<file path="config.mk">
export PLATFORM = sky130hd
export DESIGN_NAME = disp_scan_sched
export DESIGN_NICKNAME = d
export VERILOG_FILES = /design/src/rtl/scan_pkg.sv /design/src/rtl/ovl_arbiter.sv /design/src/rtl/disp_scan_sched.sv
export SDC_FILE = /design/constraint.sdc
export NUM_CORES = 1
export LEC_CHECK = 0
export CORE_MARGIN = 1
export CORE_UTILIZATION = 52
export DETAILED_ROUTE_END_ITERATION = 10
export HOLD_SLACK_MARGIN = 0.08
export PLACE_DENSITY = 0.95
export SLEW_MARGIN = 20
export SYNTH_ARGS = -nofsm -noshare
export SYNTH_HDL_FRONTEND = slang
export SYNTH_SLANG_ARGS = --single-unit
</file>
<file path="constraint.sdc">
create_clock -name clk_1kHz -period 4.45 [get_ports clk_1kHz]
set_input_delay 0.89 -clock clk_1kHz [delete_from_list [all_inputs] [get_ports clk_1kHz]]
set_output_delay 0.89 -clock clk_1kHz [all_outputs]
set_load 0.02 [all_outputs]
</file>
<file path="src/rtl/scan_pkg.sv">
// scan_pkg: shared types and constants for the display scan scheduler.
package scan_pkg;
    typedef logic [4:0] digit_t;
    typedef enum logic [1:0] {BASE, OVL, RELEASE} arb_e;
    typedef enum logic {SHOW, GAP} scan_e;
    localparam digit_t BLANK_CODE = 5'b0;
    localparam int BLINK_HALF = 250;
endpackage

</file>
<file path="src/rtl/ovl_arbiter.sv">
// ovl_arbiter: base/overlay page arbiter with hold counter; switches only on frame strobes.
// SCAN_OVL_BLINK_EN adds a 250-tick on/off phase counter that blanks the overlay.
module ovl_arbiter
    import scan_pkg::*;
#(
    parameter int HOLD_MS = 1500
) (
    input  logic clk_1kHz,
    input  logic i_rst_n,
    input  logic i_frame,
    input  logic i_ovl_req,
    output logic o_sel,
    output logic o_gnt,
    output logic o_done,
    output logic o_blink_off
);
    arb_e        arb_q, arb_d;
    logic [10:0] hold_q, hold_d;
    logic        gnt_q, done_q, done_d;

    always_comb begin
        arb_d  = arb_q;
        done_d = 1'b0;
        hold_d = (arb_q == OVL && hold_q < 11'(HOLD_MS)) ? hold_q + 11'd1 : hold_q;
        if (i_frame) begin
            if (arb_q == BASE && i_ovl_req) begin
                arb_d  = OVL;
                hold_d = '0;
            end else if (arb_q == OVL && hold_q >= 11'(HOLD_MS)) begin
                // expiry wins over a simultaneous request drop
                done_d = 1'b1;
                arb_d  = i_ovl_req ? RELEASE : BASE;
            end else if (arb_q != BASE && !i_ovl_req) begin
                arb_d = BASE;
            end
        end
    end

    assign o_sel  = (arb_d == OVL);
    assign o_gnt  = gnt_q;
    assign o_done = done_q;

    always_ff @(posedge clk_1kHz or negedge i_rst_n) begin
        if (!i_rst_n) begin
            arb_q  <= BASE;
            hold_q <= '0;
            gnt_q  <= 1'b0;
            done_q <= 1'b0;
        end else begin
            arb_q  <= arb_d;
            hold_q <= hold_d;
            gnt_q  <= o_sel;
            done_q <= done_d;
        end
    end

`ifdef SCAN_OVL_BLINK_EN
    logic [7:0] bcnt_q, bcnt_d;
    logic       off_q, off_d;
    logic       wrap;

    assign wrap = (bcnt_q == 8'(BLINK_HALF - 1));

    always_comb begin
        bcnt_d = bcnt_q;
        off_d  = off_q;
        if (arb_d == OVL && arb_q != OVL) begin
            bcnt_d = '0;
            off_d  = 1'b0;
        end else if (arb_q == OVL) begin
            bcnt_d = wrap ? '0 : bcnt_q + 8'd1;
            off_d  = wrap ? ~off_q : off_q;
        end
    end

    always_ff @(posedge clk_1kHz or negedge i_rst_n) begin
        if (!i_rst_n) begin
            bcnt_q <= '0;
            off_q  <= 1'b0;
        end else begin
            bcnt_q <= bcnt_d;
            off_q  <= off_d;
        end
    end

    assign o_blink_off = (arb_d == OVL) && off_d;
`else
    assign o_blink_off = 1'b0;
`endif
endmodule

</file>
<file path="src/rtl/disp_scan_sched.sv">
// disp_scan_sched: 7-seg digit scan with blank gaps and frame-aligned base/overlay paging.
// Optional overlay blinking via SCAN_OVL_BLINK_EN.
module disp_scan_sched
    import scan_pkg::*;
#(
    parameter int N_DIG       = 8,
    parameter int BLANK_TICKS = 1,
    parameter int HOLD_MS     = 1500
) (
    input  logic                       clk_1kHz,
    input  logic                       i_rst_n,
    input  logic [5*N_DIG-1:0]         i_base_digits,
    input  logic                       i_ovl_req,
    input  logic [5*N_DIG-1:0]         i_ovl_digits,
    output logic                       o_ovl_gnt,
    output logic                       o_ovl_done,
    output logic [$clog2(N_DIG)-1:0]   o_cs_pointer,
    output logic                       o_blank,
    output logic [4:0]                 o_dig_ctrl
);
    localparam int PW = $clog2(N_DIG);
    localparam int GW = (BLANK_TICKS > 1) ? $clog2(BLANK_TICKS + 1) : 1;

    scan_e              state_q, state_d;
    logic [PW-1:0]      ptr_q, ptr_d, ptr_nxt;
    logic [GW-1:0]      gcnt_q, gcnt_d;
    logic               start_q;
    logic               frame, sel, blink_off;
    logic [5*N_DIG-1:0] fbuf_q, fbuf_d;
    logic               blank_q, blank_d;
    digit_t             dig_q, dig_d;

    assign ptr_nxt = (ptr_q == PW'(N_DIG - 1)) ? '0 : ptr_q + 1'b1;

    always_comb begin
        state_d = state_q;
        ptr_d   = ptr_q;
        gcnt_d  = gcnt_q;
        // first edge after reset always opens a frame at digit 0
        if (start_q) begin
            state_d = SHOW;
            ptr_d   = '0;
        end else if (state_q == SHOW) begin
            if (BLANK_TICKS == 0) begin
                ptr_d = ptr_nxt;
            end else begin
                state_d = GAP;
                gcnt_d  = GW'(1);
            end
        end else if (gcnt_q == GW'(BLANK_TICKS)) begin
            state_d = SHOW;
            ptr_d   = ptr_nxt;
        end else begin
            gcnt_d = gcnt_q + 1'b1;
        end
        frame   = (state_d == SHOW) && (ptr_d == '0) &&
                  (start_q || state_q == GAP || BLANK_TICKS == 0);
        fbuf_d  = frame ? (sel ? i_ovl_digits : i_base_digits) : fbuf_q;
        blank_d = (state_d == GAP) || blink_off;
        dig_d   = blank_d ? BLANK_CODE : fbuf_d[5*ptr_d +: 5];
    end

    always_ff @(posedge clk_1kHz or negedge i_rst_n) begin
        if (!i_rst_n) begin
            state_q <= GAP;
            ptr_q   <= '0;
            gcnt_q  <= '0;
            start_q <= 1'b1;
            fbuf_q  <= '0;
            blank_q <= 1'b1;
            dig_q   <= BLANK_CODE;
        end else begin
            state_q <= state_d;
            ptr_q   <= ptr_d;
            gcnt_q  <= gcnt_d;
            start_q <= 1'b0;
            fbuf_q  <= fbuf_d;
            blank_q <= blank_d;
            dig_q   <= dig_d;
        end
    end

    ovl_arbiter #(.HOLD_MS(HOLD_MS)) u_arb (
        .clk_1kHz    (clk_1kHz),
        .i_rst_n     (i_rst_n),
        .i_frame     (frame),
        .i_ovl_req   (i_ovl_req),
        .o_sel       (sel),
        .o_gnt       (o_ovl_gnt),
        .o_done      (o_ovl_done),
        .o_blink_off (blink_off)
    );

    assign o_cs_pointer = ptr_q;
    assign o_blank      = blank_q;
    assign o_dig_ctrl   = dig_q;
endmodule

</file>
==> metrics.yaml, run 1 <==
power:
  p_int_mw: 1.12
  p_per_area_mw_per_mm2: 350
  total_power_mw: 1.59
  power.switching_mw: 0.471
  p_comb_share_pct: 20.8
  p_seq_share_pct: 46.4
  clkPwrFrac_pct: 32.8
  vdd_drop_max_uv: 253
  p_leak_nw: 1.96
  switching_share_pct: 29.6
yosys:
  yosysTopAreaCell: "dfrtp_1"
  netlist_top_cells_count: "nand2_1 (76), nor2_1 (66), dfrtp_1 (64)"
  synth_edf_count: 0
  synth_top_area_share_pct: 47.4
  ys_ff_latch: 66
  yosysWarnings: 0
  syn_nets: 468
  synth_area_leaders: "dfrtp_1 (47%), nand2_1 (8.4%), nor2_1 (7.3%)"
  avgSynthCellArea_um2: 8.88
  seq_area_frac_synth_pct: 48.9
  ys_types: 46
  syn_inst: 381
  synthArstFlopShare_pct: 100
  ys.flop_type: "dfrtp_1"
  netlist_area_mm2: 0.00338
  yosysMostFrequentCell: "nand2_1"
critical_path:
  path_depth: 8
  crit_chain: "ha_1, ha_1, and4bb_2, o21ai_1, inv_1, nor2_1, a2bb2oi_1, a221oi_1"
  path_max_fanout: 11
  cp-end-kind: "flop"
  max_stage_delay_ps: 510
  start_kind: "flop"
  critical_path_required_ps: 4690
  worstReg2RegStart: "o_cs_pointer[0]$_DFF_PN0_"
  path_common_cell: "ha_1"
  crit_slowest_cell: "nor2_1"
  reg2reg_depth: 8
  critPathArrivalTime_ps: 3110
  cp_num_buf_inv: 1
  worst-setup-path-type: "reg2reg"
  cpLargestDelayFamily: "compound AO/OA/AOI/OAI gates"
  crit_start: "o_cs_pointer[0]$_DFF_PN0_"
floorplanning:
  die_x_um: 82.6
  start_util_pct: 53.6
  fp-row-count: 29
  die_h_um: 82.6
  dieArea_mm2: 0.00683
  io_pins: 94
  coreArea_mm2: 0.00631
detailed_routing:
  vias: 3230
  drtIter0Drc: 318
  drc: 0
  firstDrtPassIters: 4
  wirelength_um: 8750
  routedWlPerCell_um: 15.9
  drt.antenna.violating_nets: 0
  drt-vias-per-instance: 5.88
clock_network:
  clk_pin_slew_ps: 70
  cts-root-buf: "clkbuf_8"
  cts_resized: 0
  cts_setup_buffers: 0
  cts-buffers-inserted: 9
  h-tree-depth: 3
  cts_sinks: 66
  clk_path_buf_depth: 2
  cts_tree: "built"
  clk-insertion-delay-late_ps: 360
  cts_hold_buf: 0
global_routing:
  grt_pass1_wl_um: 13900
  antenna_found_initial: 0
  grt_overflow: 0
  grt-busiest-layer: "met2"
  use_met2_pct: 46.4
  grt_pass1_vias: 3030
  use_met1_pct: 32.5
  use_met3_pct: 8.90
  grt_max_degree: 59
  grt_util_all_layers_pct: 28.0
final_layout:
  instances_no_fill: 549
  fin_nets: 554
  antenna_cells: 0
  layout-drive-gt1-share_pct: 7.20
  filler_cell_count: 441
  syn2layout_area_growth_pct: 34.6
place:
  gp_congestion: 0.904
  pre_cts_ws_ps: 1300
  io_buffers: 93
  dp.cells: 533
  place_hpwl_um: 6080
timing:
  setup_tns_ps: 0
  layout_min_cycle_time_ps: 2870
  tightestPinTransition_ps: 954
  rsz0062_at_grt: "false"
  skew_ps: 8.48
  hold_viol: 0
  timing.slew.headroom_pct: 36.4
  drv_slew: 0
  post-route-period-util_pct: 64.6
  setup_ws_ps: 1580
  fmax_ghz: 0.348
  finalSetupViolations: 0
run_status:
  status: "complete, no violations"
hold_path:
  min-delay-path-class: "reg2reg"
  min_path_cells: 2
  hold_start: "fbuf_q[2]$_DFF_PN0_"
flow_run:
  cap_violations: 0
final timing paths:
| check | end | slack (ps) |
|---|---|---|
| max | o_dig_ctrl[4]$_DFF_PN0_ | 1580 |
| min | fbuf_q[2]$_DFF_PN0_ | 510 |
| max reg2reg | o_dig_ctrl[4]$_DFF_PN0_ | 1580 |
| min reg2reg | fbuf_q[2]$_DFF_PN0_ | 510 |
| max in group asynchronous | o_blank$_DFF_PN1_ | 2860 |
| min in group asynchronous | fbuf_q[21]$_DFF_PN0_ | 680 |
state kept, by name, summed over array words and instances (netlist names):
register	flops
gcnt_q	1
o_dig_ctrl	5
u_arb.arb_q	2
fbuf_q	40
u_arb.hold_q	11
o_cs_pointer	3
u_arb.o_gnt	1
u_arb.o_done	1
start_q	1
o_blank	1
power groups by stage:
stage / Sequential [mW] / Combinational (mW) / Clock, mW
6_report: 0.738 / 0.332 / 0.522
5_1_grt: 0.749 / 0.366 / 0.555
4_1_cts: 0.737 / 0.332 / 0.529
3_5_place_dp: 0.748 / 0.329 / 0
3_3_place_gp: 0.744 / 0.316 / 0
2_1_floorplan: 0.741 / 0.176 / 0
cell type report:
type                    instances  area (um2)  share of cell area [%]
repair buffers                 97         956                    21.0
well taps                      77        96.3                    2.12
inverters                       6        22.5                   0.495
multi-input cells             287        1620                    35.6
clock inverters                 6        65.1                    1.43
clock buffers                  10         138                    3.02
flip-flops and latches         66        1650                    36.3
layout by cell type (no fill, tap or decap), types with 2 or more instances in the layout:
cell type and instances:
a21o_1 6, a21oi_1 18, a221oi_1 7, a22oi_1 2, a2bb2oi_1 3, a31o_2 2, a31oi_1 32, and3_1 5
buf_4 4, clkbuf_8 10, clkdlybuf4s50_1 92, clkinv_2 2, dfrtp_1 64, dfstp_2 2, ha_1 4, inv_1 6
mux2_2 2, mux2i_1 13, nand2_1 76, nand3_1 2, nand4_1 5, nor2_1 66, nor3_1 3, o21a_1 2
o21ai_0 5, o221ai_1 2, xor2_1 8
metrics by stage:
| stage | area, um2 | utilization, % | hold WS [ps] |
|---|---|---|---|
| global route | 4550 | 72.1 | 524 |
| CTS | 4550 | 72.1 | 505 |
| global placement | 4340 | 68.8 | 482 |
| detailed placement | 4350 | 68.9 | 490 |
| floorplan | 3380 | - | 466 |
| finish | 4550 | 72.1 | 506 |
routing by layer:
| layer | vias to the layer above | share of wire (%) |
|---|---|---|
| met3 | 27 | 8.0 |
| met4 | 0 | 3.1 |
| met5 | - | 0 |
| met2 | 163 | 50 |
| li1 | 1509 | - |
| met1 | 1531 | 39 |
worst register-to-register path, cell delays in order, from the launching register on:
cell and delay, ps:
dfrtp_1 470, ha_1 190, ha_1 180, and4bb_2 250
o21ai_1 340, inv_1 330, nor2_1 510, a2bb2oi_1 160
a221oi_1 330
kinds of logic after synthesis:
kind of cell / synth area share [%]
other: 0.111
adders and majority gates: 1.48
and+or+nand+nor: 19.9
AOI/OAI and AO/OA: 19.3
muxes: 4.51
buffers and inverters: 3.44
xor gates and xnor gates: 2.33
DFF: 48.9
No activity file was read; power rests on OpenSTA's default activity.
==> run 2, diff against run 1 <==
CORE_UTILIZATION = 48   (was 52)
PLACE_DENSITY = 0.91   (was 0.95)
clock period = 2.7 ns   (was 4.45 ns; I/O delays follow)
==> run 2 against run 1 <==
Net effect:
- clock power increased by 44%
- critical path depth shrank 2
- critical endpoint is now u_arb.hold_q[8]$_DFF_PN0_
- design area grew 1.9%
- sequential power up 65%
- critical path type unchanged
- highest routed layer unchanged
==> metrics.yaml, run 2 (synthesis gave the netlist of run 1 again) <==
final_layout:
  syn2layout_area_growth_pct: 37.1
  largest_reg_flops: 40
  fin_area_mm2: 0.00464
  filler_cell_count: 528
  regMostFlops: "fbuf_q"
  layout_common_cells: "clkdlybuf4s50_1 (92), nand2_1 (76), nor2_1 (65)"
  antenna_cells: 0
  final_common_cell: "clkdlybuf4s50_1"
  fin_nets: 563
  layout-drive-gt1-share_pct: 8.94
timing:
  whs_ps: 203
  drv_slew: 0
  post-route-period-util_pct: 89.9
  rsz0062_at_grt: "false"
  fmax_ghz: 0.412
  setup_tns_ps: 0
  layout_min_cycle_time_ps: 2430
  hold_viol: 0
  finalSetupViolations: 0
  skew_ps: 8.34
  setup_ws_ps: 272
  timing.slew.headroom_pct: 53.9
  tightestPinTransition_ps: 692
global_routing:
  grt_pass1_wl_um: 14600
  antenna_found_initial: 0
  grt_pass1_vias: 3159
  grt_overflow: 0
  grt_util_all_layers_pct: 25.5
  grt_max_degree: 67
power:
  p_per_area_mw_per_mm2: 547
  vdd_drop_max_uv: 306
  p_leak_nw: 2.00
detailed_routing:
  vias: 3171
  drtIter0Drc: 191
  firstDrtPassIters: 4
  drt-vias-per-instance: 5.50
  drt.antenna.violating_nets: 0
  wirelength_um: 9040
  drc: 0
  routedWlPerCell_um: 15.7
critical_path:
  start_kind: "flop"
  path_max_fanout: 14
  path_common_cell: "ha_1"
  worstReg2RegStart: "o_cs_pointer[0]$_DFF_PN0_"
  critical_path_required_ps: 2920
  reg2reg_depth: 6
  ff2ff_setup_slack_ps: 270
  worst-setup-path-type: "reg2reg"
  cp-end-kind: "flop"
  max_stage_delay_ps: 510
  critPathArrivalTime_ps: 2640
  crit_slowest_cell: "o41ai_4"
  crit_chain: "ha_1, ha_1, o41ai_4, buf_4, and3_1, nor2_1"
  regToRegEndpoint: "u_arb.hold_q[8]$_DFF_PN0_"
clock_network:
  clk_pin_slew_ps: 70
  cts_resized: 0
  cts_tree: "built"
  cts_setup_buffers: 0
  cts-buffers-inserted: 9
  cts_hold_buf: 0
  cts-root-buf: "clkbuf_8"
  h-tree-depth: 3
  clk-insertion-delay-late_ps: 350
  clk_path_buf_depth: 2
  cts_sinks: 66
place:
  pre_cts_ws_ps: 131
  post_dp_cell_area_mm2: 0.00446
  place_hpwl_um: 6640
  io_buffers: 93
  gp_congestion: 0.892
hold_path:
  min-delay-path-class: "in2async"
floorplanning:
  die_h_um: 85.9
  fp-row-count: 30
  coreArea_mm2: 0.00679
  io_pins: 94
  dieArea_mm2: 0.00739
  die_x_um: 85.9
  start_util_pct: 49.8
flow_run:
  cap_violations: 0
run_status:
  status: "complete, no violations"
[run 2: changes by cell type in the layout (fill, tap and decap cells not counted), sizes merged]
cell	change
buf	+9
bufinv	-1
clkinv	+1
inv	-1
clkinvlp	+1
[run 2: how the worst max path moves through the flow]
stage | startpoint | depth (start not counted) | to | slack [ps]
after floorplan | o_cs_pointer[0]$_DFF_PN0_ | 7 | fbuf_q[20]$_DFF_PN0_ | 350
after global placement | o_cs_pointer[0]$_DFF_PN0_ | 8 | o_dig_ctrl[4]$_DFF_PN0_ | 320
after detailed placement | o_cs_pointer[0]$_DFF_PN0_ | 8 | o_dig_ctrl[2]$_DFF_PN0_ | 130
after CTS | o_cs_pointer[0]$_DFF_PN0_ | 8 | o_dig_ctrl[2]$_DFF_PN0_ | 100
after global routing | o_cs_pointer[0]$_DFF_PN0_ | 9 | o_dig_ctrl[2]$_DFF_PN0_ | 50
final | o_cs_pointer[0]$_DFF_PN0_ | 6 | u_arb.hold_q[8]$_DFF_PN0_ | 270
[run 2: layout make-up]
class	count	area (um2)	share of cell area (%)
Sequential cell	66	1650	35.7
Multi-Input combinational cell	287	1630	35.0
Timing Repair Buffer	106	1040	22.3
Clock buffer	10	138	2.97
Tap cell	96	120	2.59
Clock inverter	6	42.5	0.917
Inverter	6	22.5	0.486
[run 2: critical path: cells and delay by family (launching register included)]
family	cells	cell delay, ps
AO/OA/AOI/OAI	1	510
flip-flops	1	450
buffers and inverters	1	270
AND/OR/NAND/NOR	2	520
adder cells (fa/ha/maj)	2	560
[run 2: layer usage]
metal  vias to the layer above  global-route usage [%]  share of wire (%)
met1                      1499                    31.4                 40
met5                         -                       0                  0
li1                       1524                       -                  -
met2                       122                    43.5                 51
met4                         0                    13.0                2.9
met3                        26                    3.56                5.9
[run 2: through the flow]
stage	power, mW	utilization (%)	cells
after global routing	2.66	68.3	577
after floorplan	1.51	-	381
after CTS	2.54	68.2	577
after global placement	1.77	65.6	561
final	2.54	68.3	577
after detailed placement	1.79	65.6	561
[run 2: power breakdown]
part | switching [mW] | internal (mW) | total [mW] | leakage (nW)
logic | 0.280 | 0.288 | 0.568 | 1.12
registers | 0.0997 | 1.12 | 1.22 | 0.787
clock network | 0.393 | 0.357 | 0.750 | 0.0882
total | 0.773 | 1.76 | 2.54 | 2.00
